## src/rtl/dtcore32_lsu.sv

```systemverilog
// dtcore32 MEM-stage load/store unit: drives a req/gnt/rvalid data bus,
// builds byte lanes for stores, aligns/extends load data and raises
// misaligned / access-fault traps.
module dtcore32_lsu #(
  parameter int TIMEOUT_CYCLES = 255
) (
  input  logic        clk_i,
  input  logic        rst_ni,
  input  logic        MEM_req_valid_i,
  input  logic        MEM_wr_en_i,
  input  logic [2:0]  MEM_funct3_i,
  input  logic [31:0] MEM_addr_i,
  input  logic [31:0] MEM_wdata_i,
  input  logic        MEM_flush_i,
  output logic        dmem_req_o,
  output logic        dmem_we_o,
  output logic [3:0]  dmem_be_o,
  output logic [31:0] dmem_addr_o,
  output logic [31:0] dmem_wdata_o,
  input  logic        dmem_gnt_i,
  input  logic        dmem_rvalid_i,
  input  logic [31:0] dmem_rdata_i,
  input  logic        dmem_err_i,
  output logic        MEM_stall_o,
  output logic        MEM_done_o,
  output logic [31:0] MEM_rdata_o,
  output logic        MEM_trap_valid_o,
  output logic [3:0]  MEM_trap_cause_o,
  output logic [31:0] MEM_trap_addr_o
);

  localparam int CW = $clog2(TIMEOUT_CYCLES + 1);

  typedef enum logic [2:0] {S_IDLE, S_REQ, S_RESP, S_DONE, S_ERR} state_e;

  state_e        state_q, state_d;
  logic [CW-1:0] cnt_q, cnt_d;
  logic          kill_q, kill_d;
  logic          err_q, err_d;
  logic          we_q, we_d;
  logic [3:0]    be_q, be_d;
  logic [31:0]   addr_q, addr_d;   // full byte address; [1:0] is the lane offset
  logic [31:0]   wdata_q, wdata_d;
  logic [2:0]    f3_q, f3_d;
  logic [31:0]   rdata_q, rdata_d;

  logic          misaligned;
  logic [3:0]    be_new;
  logic [31:0]   wdata_new;
  logic [31:0]   rd_shift;
  logic [31:0]   rd_ext;
  logic          timeout;

  // Access size decode for the incoming op: funct3[1:0] 00=byte, 01=half, else word
  always_comb begin
    misaligned = 1'b0;
    be_new     = 4'b1111;
    wdata_new  = MEM_wdata_i;
    case (MEM_funct3_i[1:0])
      2'b00: begin
        be_new    = 4'b0001 << MEM_addr_i[1:0];
        wdata_new = {4{MEM_wdata_i[7:0]}};
      end
      2'b01: begin
        misaligned = MEM_addr_i[0];
        be_new     = 4'b0011 << MEM_addr_i[1:0];
        wdata_new  = {2{MEM_wdata_i[15:0]}};
      end
      default: misaligned = (MEM_addr_i[1:0] != 2'b00);
    endcase
  end

  // Load alignment: move the addressed byte/half down to bit 0, then extend
  always_comb begin
    rd_shift = dmem_rdata_i >> {addr_q[1:0], 3'b000};
    case (f3_q)
      3'b000:  rd_ext = {{24{rd_shift[7]}},  rd_shift[7:0]};
      3'b001:  rd_ext = {{16{rd_shift[15]}}, rd_shift[15:0]};
      3'b100:  rd_ext = {24'd0, rd_shift[7:0]};
      3'b101:  rd_ext = {16'd0, rd_shift[15:0]};
      default: rd_ext = rd_shift;
    endcase
  end

  // Gnt/rvalid take priority over timeout when they arrive in the last allowed cycle
  assign timeout = (cnt_q >= CW'(TIMEOUT_CYCLES - 1));

  // Next-state, datapath captures and all handshake/trap outputs
  always_comb begin
    state_d          = state_q;
    cnt_d            = cnt_q;
    kill_d           = kill_q;
    err_d            = err_q;
    we_d             = we_q;
    be_d             = be_q;
    addr_d           = addr_q;
    wdata_d          = wdata_q;
    f3_d             = f3_q;
    rdata_d          = rdata_q;
    dmem_req_o       = 1'b0;
    MEM_stall_o      = 1'b0;
    MEM_done_o       = 1'b0;
    MEM_trap_valid_o = 1'b0;
    MEM_trap_cause_o = 4'd0;
    MEM_trap_addr_o  = 32'd0;
    case (state_q)
      S_IDLE: begin
        kill_d = 1'b0;
        if (MEM_req_valid_i && !MEM_flush_i) begin
          if (misaligned) begin
            MEM_trap_valid_o = 1'b1;
            MEM_trap_cause_o = MEM_wr_en_i ? 4'd6 : 4'd4;
            MEM_trap_addr_o  = MEM_addr_i;
          end else begin
            MEM_stall_o = 1'b1;
            we_d        = MEM_wr_en_i;
            be_d        = be_new;
            addr_d      = MEM_addr_i;
            wdata_d     = wdata_new;
            f3_d        = MEM_funct3_i;
            err_d       = 1'b0;
            cnt_d       = '0;
            state_d     = S_REQ;
          end
        end
      end
      S_REQ: begin
        dmem_req_o  = 1'b1;
        MEM_stall_o = 1'b1;
        cnt_d       = cnt_q + 1'b1;
        kill_d      = kill_q | MEM_flush_i;
        if (dmem_gnt_i)   state_d = S_RESP;
        else if (timeout) state_d = S_ERR;
      end
      S_RESP: begin
        MEM_stall_o = 1'b1;
        cnt_d       = cnt_q + 1'b1;
        kill_d      = kill_q | MEM_flush_i;
        if (dmem_rvalid_i) begin
          rdata_d = rd_ext;
          err_d   = dmem_err_i;
          state_d = S_DONE;
        end else if (timeout) begin
          state_d = S_ERR;
        end
      end
      S_DONE: begin
        MEM_done_o       = !err_q && !kill_q;
        MEM_trap_valid_o = err_q && !kill_q;
        MEM_trap_cause_o = MEM_trap_valid_o ? (we_q ? 4'd7 : 4'd5) : 4'd0;
        MEM_trap_addr_o  = MEM_trap_valid_o ? addr_q : 32'd0;
        state_d          = S_IDLE;
      end
      S_ERR: begin
        MEM_trap_valid_o = !kill_q;
        MEM_trap_cause_o = MEM_trap_valid_o ? (we_q ? 4'd7 : 4'd5) : 4'd0;
        MEM_trap_addr_o  = MEM_trap_valid_o ? addr_q : 32'd0;
        state_d          = S_IDLE;
      end
      default: state_d = S_IDLE;
    endcase
  end

  assign dmem_we_o    = we_q;
  assign dmem_be_o    = be_q;
  assign dmem_addr_o  = {addr_q[31:2], 2'b00};
  assign dmem_wdata_o = wdata_q;
  assign MEM_rdata_o  = rdata_q;

  // State and captured-transaction registers
  always_ff @(posedge clk_i) begin
    if (!rst_ni) begin
      state_q <= S_IDLE;
      cnt_q   <= '0;
      kill_q  <= 1'b0;
      err_q   <= 1'b0;
      we_q    <= 1'b0;
      be_q    <= 4'd0;
      addr_q  <= 32'd0;
      wdata_q <= 32'd0;
      f3_q    <= 3'd0;
      rdata_q <= 32'd0;
    end else begin
      state_q <= state_d;
      cnt_q   <= cnt_d;
      kill_q  <= kill_d;
      err_q   <= err_d;
      we_q    <= we_d;
      be_q    <= be_d;
      addr_q  <= addr_d;
      wdata_q <= wdata_d;
      f3_q    <= f3_d;
      rdata_q <= rdata_d;
    end
  end

endmodule

```

## config.mk

```make
export PLATFORM = sky130hd
export DESIGN_NAME = dtcore32_lsu
export DESIGN_NICKNAME = d
export VERILOG_FILES = /design/src/rtl/dtcore32_lsu.sv
export SDC_FILE = /design/constraint.sdc
export NUM_CORES = 1
export LEC_CHECK = 0
export CAP_MARGIN = 20
export CELL_PAD_IN_SITES_DETAIL_PLACEMENT = 0
export CELL_PAD_IN_SITES_GLOBAL_PLACEMENT = 1
export CORE_MARGIN = 3
export CORE_UTILIZATION = 30
export DETAILED_ROUTE_END_ITERATION = 10
export PLACE_DENSITY_LB_ADDON = 0.05
export SLEW_MARGIN = 30
export SYNTH_ARGS = -nofsm -noshare
export SYNTH_HDL_FRONTEND = slang
export SYNTH_SLANG_ARGS = --single-unit
```

## constraint.sdc

```tcl
create_clock -name clk_i -period 2 [get_ports clk_i]
set_input_delay 0.4 -clock clk_i [delete_from_list [all_inputs] [get_ports clk_i]]
set_output_delay 0.4 -clock clk_i [all_outputs]
set_load 0.03 [all_outputs]
```

==> impl_metrics.ini <==
[floorplanning]
die_w_microns = 145
dieArea_sq_um = 20900
initial_utilization = 0.307
io_pins = 248
die_h_microns = 145
fp-row-count = 50
core_sq_um = 18800

[critical_path]
r2r_cells = 6
critPathKind = flip-flop to output pin
crit_path_max_fanout = 17
cp.depth = 6
cp-end-kind = output pin
start_kind = flip-flop
r2r_slack_ps = 230
r2r_start = addr_q[1]
crit_chain = or3_4 > a211oi_4 > buf_4 > buf_12 > a22o_2 > buf_6
crit_slowest_cell = or3_4
max_stage_delay_ps = 400
worst-path-buf-inv = 3
cp.arrival_ps = 1990
critPathTopFamily = buffers and inverters
cp_data_required_time_ps = 1600
regToRegEndpoint = MEM_rdata_o[22]

[run_status]
status = finished with violations
failed_checks = negative setup slack

[power_and_ir_drop]
cellInternalPower_mw = 5.07
p_sw_mw = 1.67
ir_worst_vdd_uv = 536
swShare = 0.248
p_comb_frac = 0.173
leakage_nw = 3.74
power.total_mw = 6.74
p_per_area_nw_per_um2 = 704
clock_power_share = 0.463
p_seq_frac = 0.364

[timing]
rsz0062_at_grt = true
max_freq_mhz = 419
layout_setup_ws_ps = -385
drv_slew = 0
final-setup-viol-count = 36
tightest_slew_ps = 550
hold_ws_ps = 447
hold_violations = 0
maxSlewHeadroom = 0.633
fin_crit_sh = 1.19
min_period_ps = 2390
skew_ps = 6.13

[finish]
drive_gt1_frac = 0.232
syn2layout_area_growth_pct = 66.1
n_antenna_cell = 0
final_area_sq_um = 9580
design.final.nets = 968
finish.utilization = 0.510

[routing]
detail-route-antenna-nets = 0
viasPerCell = 4.97
firstDrtPassIters = 4
post_drt_wl_per_cell_microns = 18.2
drt_iter0_markers = 272
drc = 0
vias = 5495
wl_microns = 20100

[placed_design]
gp_congestion = 0.786
io_buffers = 244
hpwl_microns = 14400
post_dp_cell_area_sq_um = 8440

[global_routing]
antenna_found_initial = 0
grt_overflow = 0
grt_usage = 0.185
grt_pass1_vias = 5429
grt_max_degree = 32
grt_pass1_wl_microns = 30200

[run]
cap_violations = 0

[synthesis]
async_flop_share = 0
ys_seq_area_frac = 0.406
synth_top_flop_cell = dfxtp_1
synth_edf_count = 0
postSynthAreaPerCell_sq_um = 9.50
yosysWarnings = 0
synth_cell_types = 59
synth_cells = 607
syn_area_sq_um = 5770
synth_seq_cells = 117

[worst_hold_path]
hold_class = flip-flop to flip-flop
hp-start = dmem_wdata_o[26]
min_to = dmem_wdata_o[26]
min_path_cells = 2

[cts]
cts-root-buf = clkbuf_16
clk-insertion-delay-late_ps = 400
cts.sinks = 117
clockBufferDepth = 2
cts_tree = done
h-tree-depth = 4
clk_pin_slew_ps = 50
cts_hold_buf = 0
numCtsBuffers = 17
cell usage in the layout (no fill, tap or decap), types with 3 or more instances in the layout:
cell type,instances
clkdlybuf4s50_1,202
dfxtp_1,114
mux2i_1,67
buf_4,51
nand2_1,45
a22o_1,43
buf_6,40
nor2_1,39
a21oi_1,34
o21ai_0,29
o21ai_1,21
clkbuf_16,21
a22o_4,17
a22o_2,16
buf_12,10
o221a_2,8
nand3_1,7
nand2b_1,6
and2_1,6
inv_1,4
nor3_1,4
and3_1,4
clkbuf_8,4
inv_2,3
a2111o_1,3
conb_1,3
clkinvlp_4,3
bufinv_16,3
dlygate4sd2_1,3
worst reg2reg max path, stage by stage (launching register included):
cell and delay, ps:
dfxtp_1 380, mux2_2 380, a211oi_1 250, buf_4 170
o41ai_4 60, buf_4 180, o221a_2 240
cells by family after synthesis:
logic type,Yosys count,synth area share
AO/OA/AOI/OAI,195,0.257
other,1,0.000650
XOR/XNOR,2,0.00304
flip-flops,117,0.406
buffers and inverters,89,0.0970
adder cells (fa/ha/maj),2,0.00434
multiplexers,69,0.120
AND/OR/NAND/NOR,132,0.111
cells in the mapped netlist, drive strengths merged (2+ instances only):
master   number  share of area
a2111o        3         0.0059
a211oi        2         0.0048
a21oi        35          0.032
a22o         76           0.12
a22oi         2         0.0026
a31oi         2         0.0022
a32oi         2         0.0030
and2          6         0.0065
and3          4         0.0043
and4          2         0.0030
buf          71          0.085
clkbuf       11         0.0072
dfxtp       117           0.41
ha            2         0.0043
inv           7         0.0046
mux2          2         0.0039
mux2i        67           0.12
nand2        46          0.030
nand2b        6         0.0065
nand3         7         0.0061
nand4         3         0.0059
nor2         41          0.028
nor2b         2         0.0022
nor3          5         0.0063
o2111ai       2         0.0030
o21ai        51          0.046
o221a         8          0.016
o2bb2ai       2         0.0030
or2           3         0.0033
or3           3         0.0033
xor2          2         0.0030
worst max-delay path by stage:
stage / from / endpoint
finish: state_q[2] / MEM_trap_addr_o[12]
global route: state_q[2] / MEM_trap_addr_o[12]
CTS: state_q[2] / MEM_trap_addr_o[0]
detailed placement: MEM_addr_i[0] / MEM_trap_addr_o[12]
global placement: MEM_addr_i[0] / MEM_trap_addr_o[1]
floorplan: state_q[1] / MEM_trap_addr_o[10]
per-layer routing:
metal  GRT usage  wire [microns]
met5           0               0
met4      0.0515             246
met1       0.232            8720
met2       0.310            9870
met3      0.0539            1270
cell type report:
cell class / count / area [sq um]
tap: 234 / 293
clock inverter: 8 / 123
clock buffer: 23 / 488
timing repair buffer: 313 / 3230
inverter: 7 / 26.3
fill: 1710 / 9190
sequential: 117 / 2350
multi-input combinational: 403 / 3070
state kept, by name, indices dropped and copies added (netlist names):
signal	cells
err_q	1
MEM_rdata_o	32
state_q	3
kill_q	1
addr_q	32
f3_q	3
dmem_be_o	4
cnt_q	8
dmem_wdata_o	32
dmem_we_o	1
power by group through the flow:
stage          Sequential [mW]  Combinational, mW  Clock (mW)
5_1_grt                   2.46               1.24        3.33
2_1_floorplan             2.55              0.508           0
6_report                  2.45               1.17        3.12
3_5_place_dp              2.50               1.09           0
3_3_place_gp              2.50               1.08           0
4_1_cts                   2.45               1.14        3.21
timing repair:
action | in CTS | in global routing
resized for setup | 58 | 23
setup buffers | 7 | 6
cloned | 2 | 4
endpoints found under the setup margin | 38 | 39
pin swaps | 3 | 22
metrics by stage:
stage | setup WS [ps] | TNS, ps | std cells
finish | -385 | -12840 | 1105
CTS | -410 | -13900 | 1096
floorplan | -13.5 | -365 | 609
global placement | -332 | -19580 | 1056
global route | -438 | -15030 | 1105
detailed placement | -375 | -22840 | 1056
No activity file was read; power rests on OpenSTA's default activity.
==> patch 1: new RTL, same flow settings <==
The parameter `TIMEOUT_CYCLES` goes from 255 to 510.
--- a/src/rtl/dtcore32_lsu.sv
+++ b/src/rtl/dtcore32_lsu.sv
@@ -2,7 +2,7 @@
 // builds byte lanes for stores, aligns/extends load data and raises
 // misaligned / access-fault traps.
 module dtcore32_lsu #(
-  parameter int TIMEOUT_CYCLES = 255
+  parameter int TIMEOUT_CYCLES = 510
 ) (
   input  logic        clk_i,
   input  logic        rst_ni,
Check against the original RTL: no difference found for any inputs over 4 cycles, from zero or initial values and one cycle with rst_ni low; that may be too few to reach the edited logic, so the function may still have changed.
==> patch 1 against the unedited design <==
  * Register-to-register slack got worse by 0.13 ns
  * Sequential cell count increased by 1
  * Synthesized area increased by 3.3%
  * The flow still finishes with violations (negative setup slack)
  * Critical endpoint is now MEM_trap_addr_o[23]
  * Worst setup slack got worse by 0.15 ns
  * Non-clock buffer count increased by 3
  * Global-route usage increased by 1.5 points
  * Cell area increased by 5.1%
  * Via count increased by 12%
  * Worst hold slack improved by 0.0066 ns
  * Wire length increased by 10%
  * Power increased by 2.5%
  * Largest power group unchanged
  * Fmax decreased by 6.0%
  * Count of clock-buffer cells in the layout decreased by 4
  * Critical path type unchanged
==> patch 1: results (changes against the unedited design) <==
result of the run: complete, but fails checks
destination of the worst register-to-register timing path: cnt_q[5]
number of DRC markers in iteration 0: 273 (+0.37%)
synth top area cells: sky130_fd_sc_hd__dfxtp_1 (40%), sky130_fd_sc_hd__nand2_1 (9.1%), sky130_fd_sc_hd__a21oi_1 (7.5%)
share of the yosys chip area belonging to registers: 39.67% (-0.95 points)
post-route worst hold slack: 0.4532 ns (+0.006637 ns)
Multi-In Gates: 513 (+27%)
internal power consumption: 5127 uW (+1.2%)
Clock Skew: 0.005872 ns (-0.0002556 ns)
total global-route track usage: 19.96% (+1.5 points)
number of distinct library cell variants in the gate-level netlist after synthesis: 52 (-12%)
Met2 Wirelength: 11.02 mm (+12%)
number of cells on the worst reg-to-reg path: 7 (+1)
compound-cell area share of the yosys netlist: 25.24% (-0.48 points)
number of cells in the design after placement: 1197 (+13%)
number of register bits inferred by synthesis: 118 (+0.85%)
invs w/o clock: 8 (+1)
Buffers excl. clock: 316 (+0.96%)
setup-violating endpoint count in the final report: 37 (+2.8%)
multiplexer area fraction after synthesis: 7.439% (-4.6 points)
Critical Path Slowest Stage Cell: sky130_fd_sc_hd__or4b_4
GR Layer Usage met2: 33.86% (+2.9 points)
final cell utilization of the core: 52.77% (+1.7 points)
number of filler instances in the final layout: 1746 (+2.1%)
GRT met3 Usage: 4.102% (-1.3 points)
via count: 6166 (+12%)
post-synthesis share of cell area spent on full adders, half adders and majority gates: 0.4203% (-0.014 points)
ratio of cells with drive above 1 in the final layout: 21.88% (-1.3 points)
number of post-CTS setup repair buffers: 8 (+1)
delay of the slowest cell on the worst path: 0.55 ns (+0.15 ns)
met1 track demand over resource in global routing: 25.66% (+2.5 points)
Clock buf/inv share: 6.189% (-0.19 points)
mean instance size in the synthesized netlist: 8.135 sq um (-14%)
global-route wire length before repair: 34.36 mm (+14%)
violated checks: negative setup slack
cell family with the largest share of critical-path delay: simple AND/OR/NAND/NOR gates
leakage: 0.003785 uW (+1.1%)
final RePlAce weighted congestion: 0.7996 (+1.7%)
termination of the worst setup path: MEM_trap_addr_o[23]
wire length on met1: 9.764 mm (+12%)
largest net degree at the start of global routing: 73 (+130%)
power drawn by the combinational cells: 1210 uW (+3%)
Worst Slack Setup Final: -0.5365 ns (-0.1511 ns)
xor/xnor cell area share of the yosys netlist: 0.1471% (-0.16 points)
1st-pass router iterations: 5 (+1)
Gates resized, CTS repair: 60 (+3.4%)
sum of net half-perimeters after detailed placement: 15.73 mm (+9.4%)
## patch 1: cell types whose count changed in the layout (fill, tap and decap cells not counted), moves of 10 or more
| cell | change |
|---|---|
| sky130_fd_sc_hd__mux2i_1 | -34 |
| sky130_fd_sc_hd__a22o_1 | -43 |
| sky130_fd_sc_hd__a21oi_1 | +54 |
| sky130_fd_sc_hd__a22o_2 | -16 |
| sky130_fd_sc_hd__a22o_4 | +16 |
| sky130_fd_sc_hd__a311oi_1 | +10 |
| sky130_fd_sc_hd__nand2_1 | +98 |
| sky130_fd_sc_hd__o211ai_1 | +15 |
| sky130_fd_sc_hd__o21ai_1 | -21 |
## patch 1: worst min-delay path, cell delays in order, from the launching register on
cell and delay, ns:
sky130_fd_sc_hd__dfxtp_1 0.31, sky130_fd_sc_hd__nand2_1 0.05, sky130_fd_sc_hd__a21oi_1 0.05
==> patch 2: new RTL, config.mk and constraints unchanged <==
Made on the original files. Make the reset (`rst_ni`) asynchronous in one clocked block.
--- a/src/rtl/dtcore32_lsu.sv
+++ b/src/rtl/dtcore32_lsu.sv
@@ -168,7 +168,7 @@
   assign MEM_rdata_o  = rdata_q;
 
   // State and captured-transaction registers
-  always_ff @(posedge clk_i) begin
+  always_ff @(posedge clk_i or negedge rst_ni) begin
     if (!rst_ni) begin
       state_q <= S_IDLE;
       cnt_q   <= '0;
Behaviour: differs if rst_ni is asserted again (counterexample within 4 cycles, from zero or initial values and one cycle with rst_ni low); with rst_ni held inactive, the same outputs for 4 cycles.
==> patch 2 against the unedited design <==
  * The flow still finishes with violations (negative setup slack)
  * Clock skew up 0.0077 ns
  * Worst setup slack worse by 0.068 ns
  * Global-route usage down 0.62 points
  * Sequential cell count unchanged
  * Cell area up 4.2%
  * Sequential share of layout area up 4.9 points
  * Synthesized area up 5.1%
  * Worst hold slack worse by 0.43 ns
  * Count of clock-buffer cells in the layout down 5
  * Cell count up 0.54%
  * Register-to-register slack worse by 0.15 ns
  * Wire length about the same
  * Largest cell class unchanged
  * Highest routed layer unchanged
Power is not compared: it rests on default switching activity, and its combinational part moved more than twofold at a synthesized area within 25%.
==> patch 2: results (changes against the unedited design) <==
Met2 Wirelength: 9.985 mm (+1.1%)
Clock Skew: 0.01384 ns (+0.007710 ns)
Worst Slack Setup Final: -0.4533 ns (-0.06795 ns)
met3 layer wire length in the routed design: 1.764 mm (+39%)
delay of the slowest cell on the worst path: 0.45 ns (+0.05 ns)
sum of net half-perimeters after detailed placement: 14.01 mm (-2.5%)
number of filler instances in the final layout: 1826 (+6.8%)
xor/xnor cell area share of the yosys netlist: 0.5783% (+0.27 points)
post-synthesis share of cell area spent on full adders, half adders and majority gates: 0.4131% (-0.021 points)
Post-Place Setup Slack: -0.5027 ns (-0.1280 ns)
termination of the worst setup path: MEM_trap_addr_o[20]
startpoint of the most critical setup path: state_q[1]
mean instance size in the synthesized netlist: 10.32 sq um (+8.7%)
number of buffers added by the clock tree synthesis step: 17 (unchanged)
violated checks: negative setup slack
clock network latency to the later pin of the worst-skew pair: 0.42 ns (+0.02 ns)
wire length on met1: 8.106 mm (-7.0%)
final RePlAce weighted congestion: 0.7798 (-0.79%)
total global-route track usage: 17.86% (-0.62 points)
number of distinct library cell variants in the gate-level netlist after synthesis: 47 (-20%)
setup-violating endpoint count in the final report: 37 (+2.8%)
relative max-transition margin: 51.78% (-11 points)
share of synthesized registers carrying an async set or reset: 100.0% (+100 points)
worst reg-to-reg setup slack: 0.08 ns (-0.15 ns)
primary flip-flop cell chosen by synthesis mapping: sky130_fd_sc_hd__dfrtp_1
top cells by count, synth: sky130_fd_sc_hd__dfrtp_1 (117), sky130_fd_sc_hd__nand2_1 (58), sky130_fd_sc_hd__mux2_2 (50), sky130_fd_sc_hd__o21ai_0 (47), sky130_fd_sc_hd__mux2i_1 (44)
final std cells w/o fill: 1111 (+0.54%)
area post-placement: 8864 sq um (+5.0%)
ratio of cells with drive above 1 in the final layout: 27.42% (+4.2 points)
1st-pass router iterations: 5 (+1)
via count of the first global-routing pass: 5662 (+4.3%)
global-route wire length before repair: 31.01 mm (+2.8%)
Critical Path Slowest Stage Cell: sky130_fd_sc_hd__dfrtp_2
multiplexer area fraction after synthesis: 16.94% (+4.9 points)
Layout Nets: 942 (-2.7%)
beginning of the worst register-to-register path: addr_q[0]
CP arrival: 2.05 ns (+0.06 ns)
share of the yosys chip area belonging to registers: 48.33% (+7.7 points)
synth top area cells: sky130_fd_sc_hd__dfrtp_1 (48%), sky130_fd_sc_hd__mux2_2 (9.3%), sky130_fd_sc_hd__mux2i_1 (7.3%)
result of the run: complete, but fails checks
compound-cell area share of the yosys netlist: 14.19% (-12 points)
average routed wire per standard cell: 18.09 um (-0.58%)
Max FO, Critical Path: 8 (-9)
largest net degree at the start of global routing: 118 (+270%)
via-per-instance ratio: 4.837 (-2.7%)
destination of the worst register-to-register timing path: MEM_rdata_o[17]
worst min-delay path category: input pin to async pin
-- patch 2: cell types whose count changed after synthesis, sizes merged, moves of 8 or more --
cell    unedited run  this run
mux2i             67        44
dfrtp              0       117
nand2             46        58
clkbuf            11        32
mux2               2        50
a22o              76        33
o221a              8         0
a221o              0         8
nand3              7        20
buf               71        45
dfxtp            117         0
-- patch 2: repair_timing --
item                                    4_1_cts  5_1_grt
resized for setup                            46       18
pin swaps                                     1       14
endpoints found under the setup margin       46       52
setup buffers                                 8        3
cloned                                        3        3
-- patch 2: power breakdown --
group | internal, uW | switching (uW) | total, uW
Sequential | 3450 | 813 | 4260
Clock | 2130 | 1170 | 3300
Combinational | 3450 | 4130 | 7590
-- patch 2: kinds of logic after synthesis --
logic type      count (synthesis)
mux                            95
compound gates                130
xor+xnor                        4
fa+ha+maj                       2
buf+inv                        82
other cells                     1
flops                         117
simple gates                  156
-- patch 2: final cells by class --
| class | instances | area [sq um] | share of cell area (%) |
|---|---|---|---|
| multi-input cells | 390 | 2929 | 29.37 |
| flip-flops and latches | 117 | 2932 | 29.39 |
| clock inverters | 14 | 200.2 | 2.007 |
| inverters | 5 | 18.77 | 0.1882 |
| repair buffers | 302 | 3124 | 31.32 |
| clock buffers | 18 | 439.2 | 4.403 |
| well taps | 265 | 331.6 | 3.324 |
-- patch 2: worst max-delay path: cells and delay by family, from the launching register on --
kind,cells,cell delay (ns)
DFF,1,0.45
buffers and inverters,3,0.43
and+or+nand+nor,1,0.41
AOI/OAI and AO/OA,2,0.34
-- patch 2: layer usage --
metal | global-route usage, % | vias up
li1 | - | 2550
met1 | 21.59 | 2616
met2 | 29.80 | 194
met3 | 6.795 | 14
met4 | 5.219 | 0
met5 | 0 | -
-- patch 2: per-stage QoR --
stage,setup TNS [ns],hold WS [ns],utilization [%]
after floorplan,-1.085,0.1044,-
after global placement,-42.35,0.4604,45.10
after detailed placement,-42.85,0.4689,45.10
after CTS,-16.62,0.1063,49.96
after global routing,-18.79,0.1052,50.75
final,-14.95,0.01173,50.75
-- patch 2: worst min-delay path by stage --
stage	from	end	cells past startpoint
finish	rst_ni	MEM_rdata_o[13]	2
global route	rst_ni	MEM_rdata_o[13]	2
CTS	rst_ni	MEM_rdata_o[27]	2
detailed placement	dmem_be_o[0]	dmem_be_o[0]	1
global placement	dmem_wdata_o[31]	dmem_wdata_o[31]	2
floorplan	rst_ni	MEM_rdata_o[0]	0
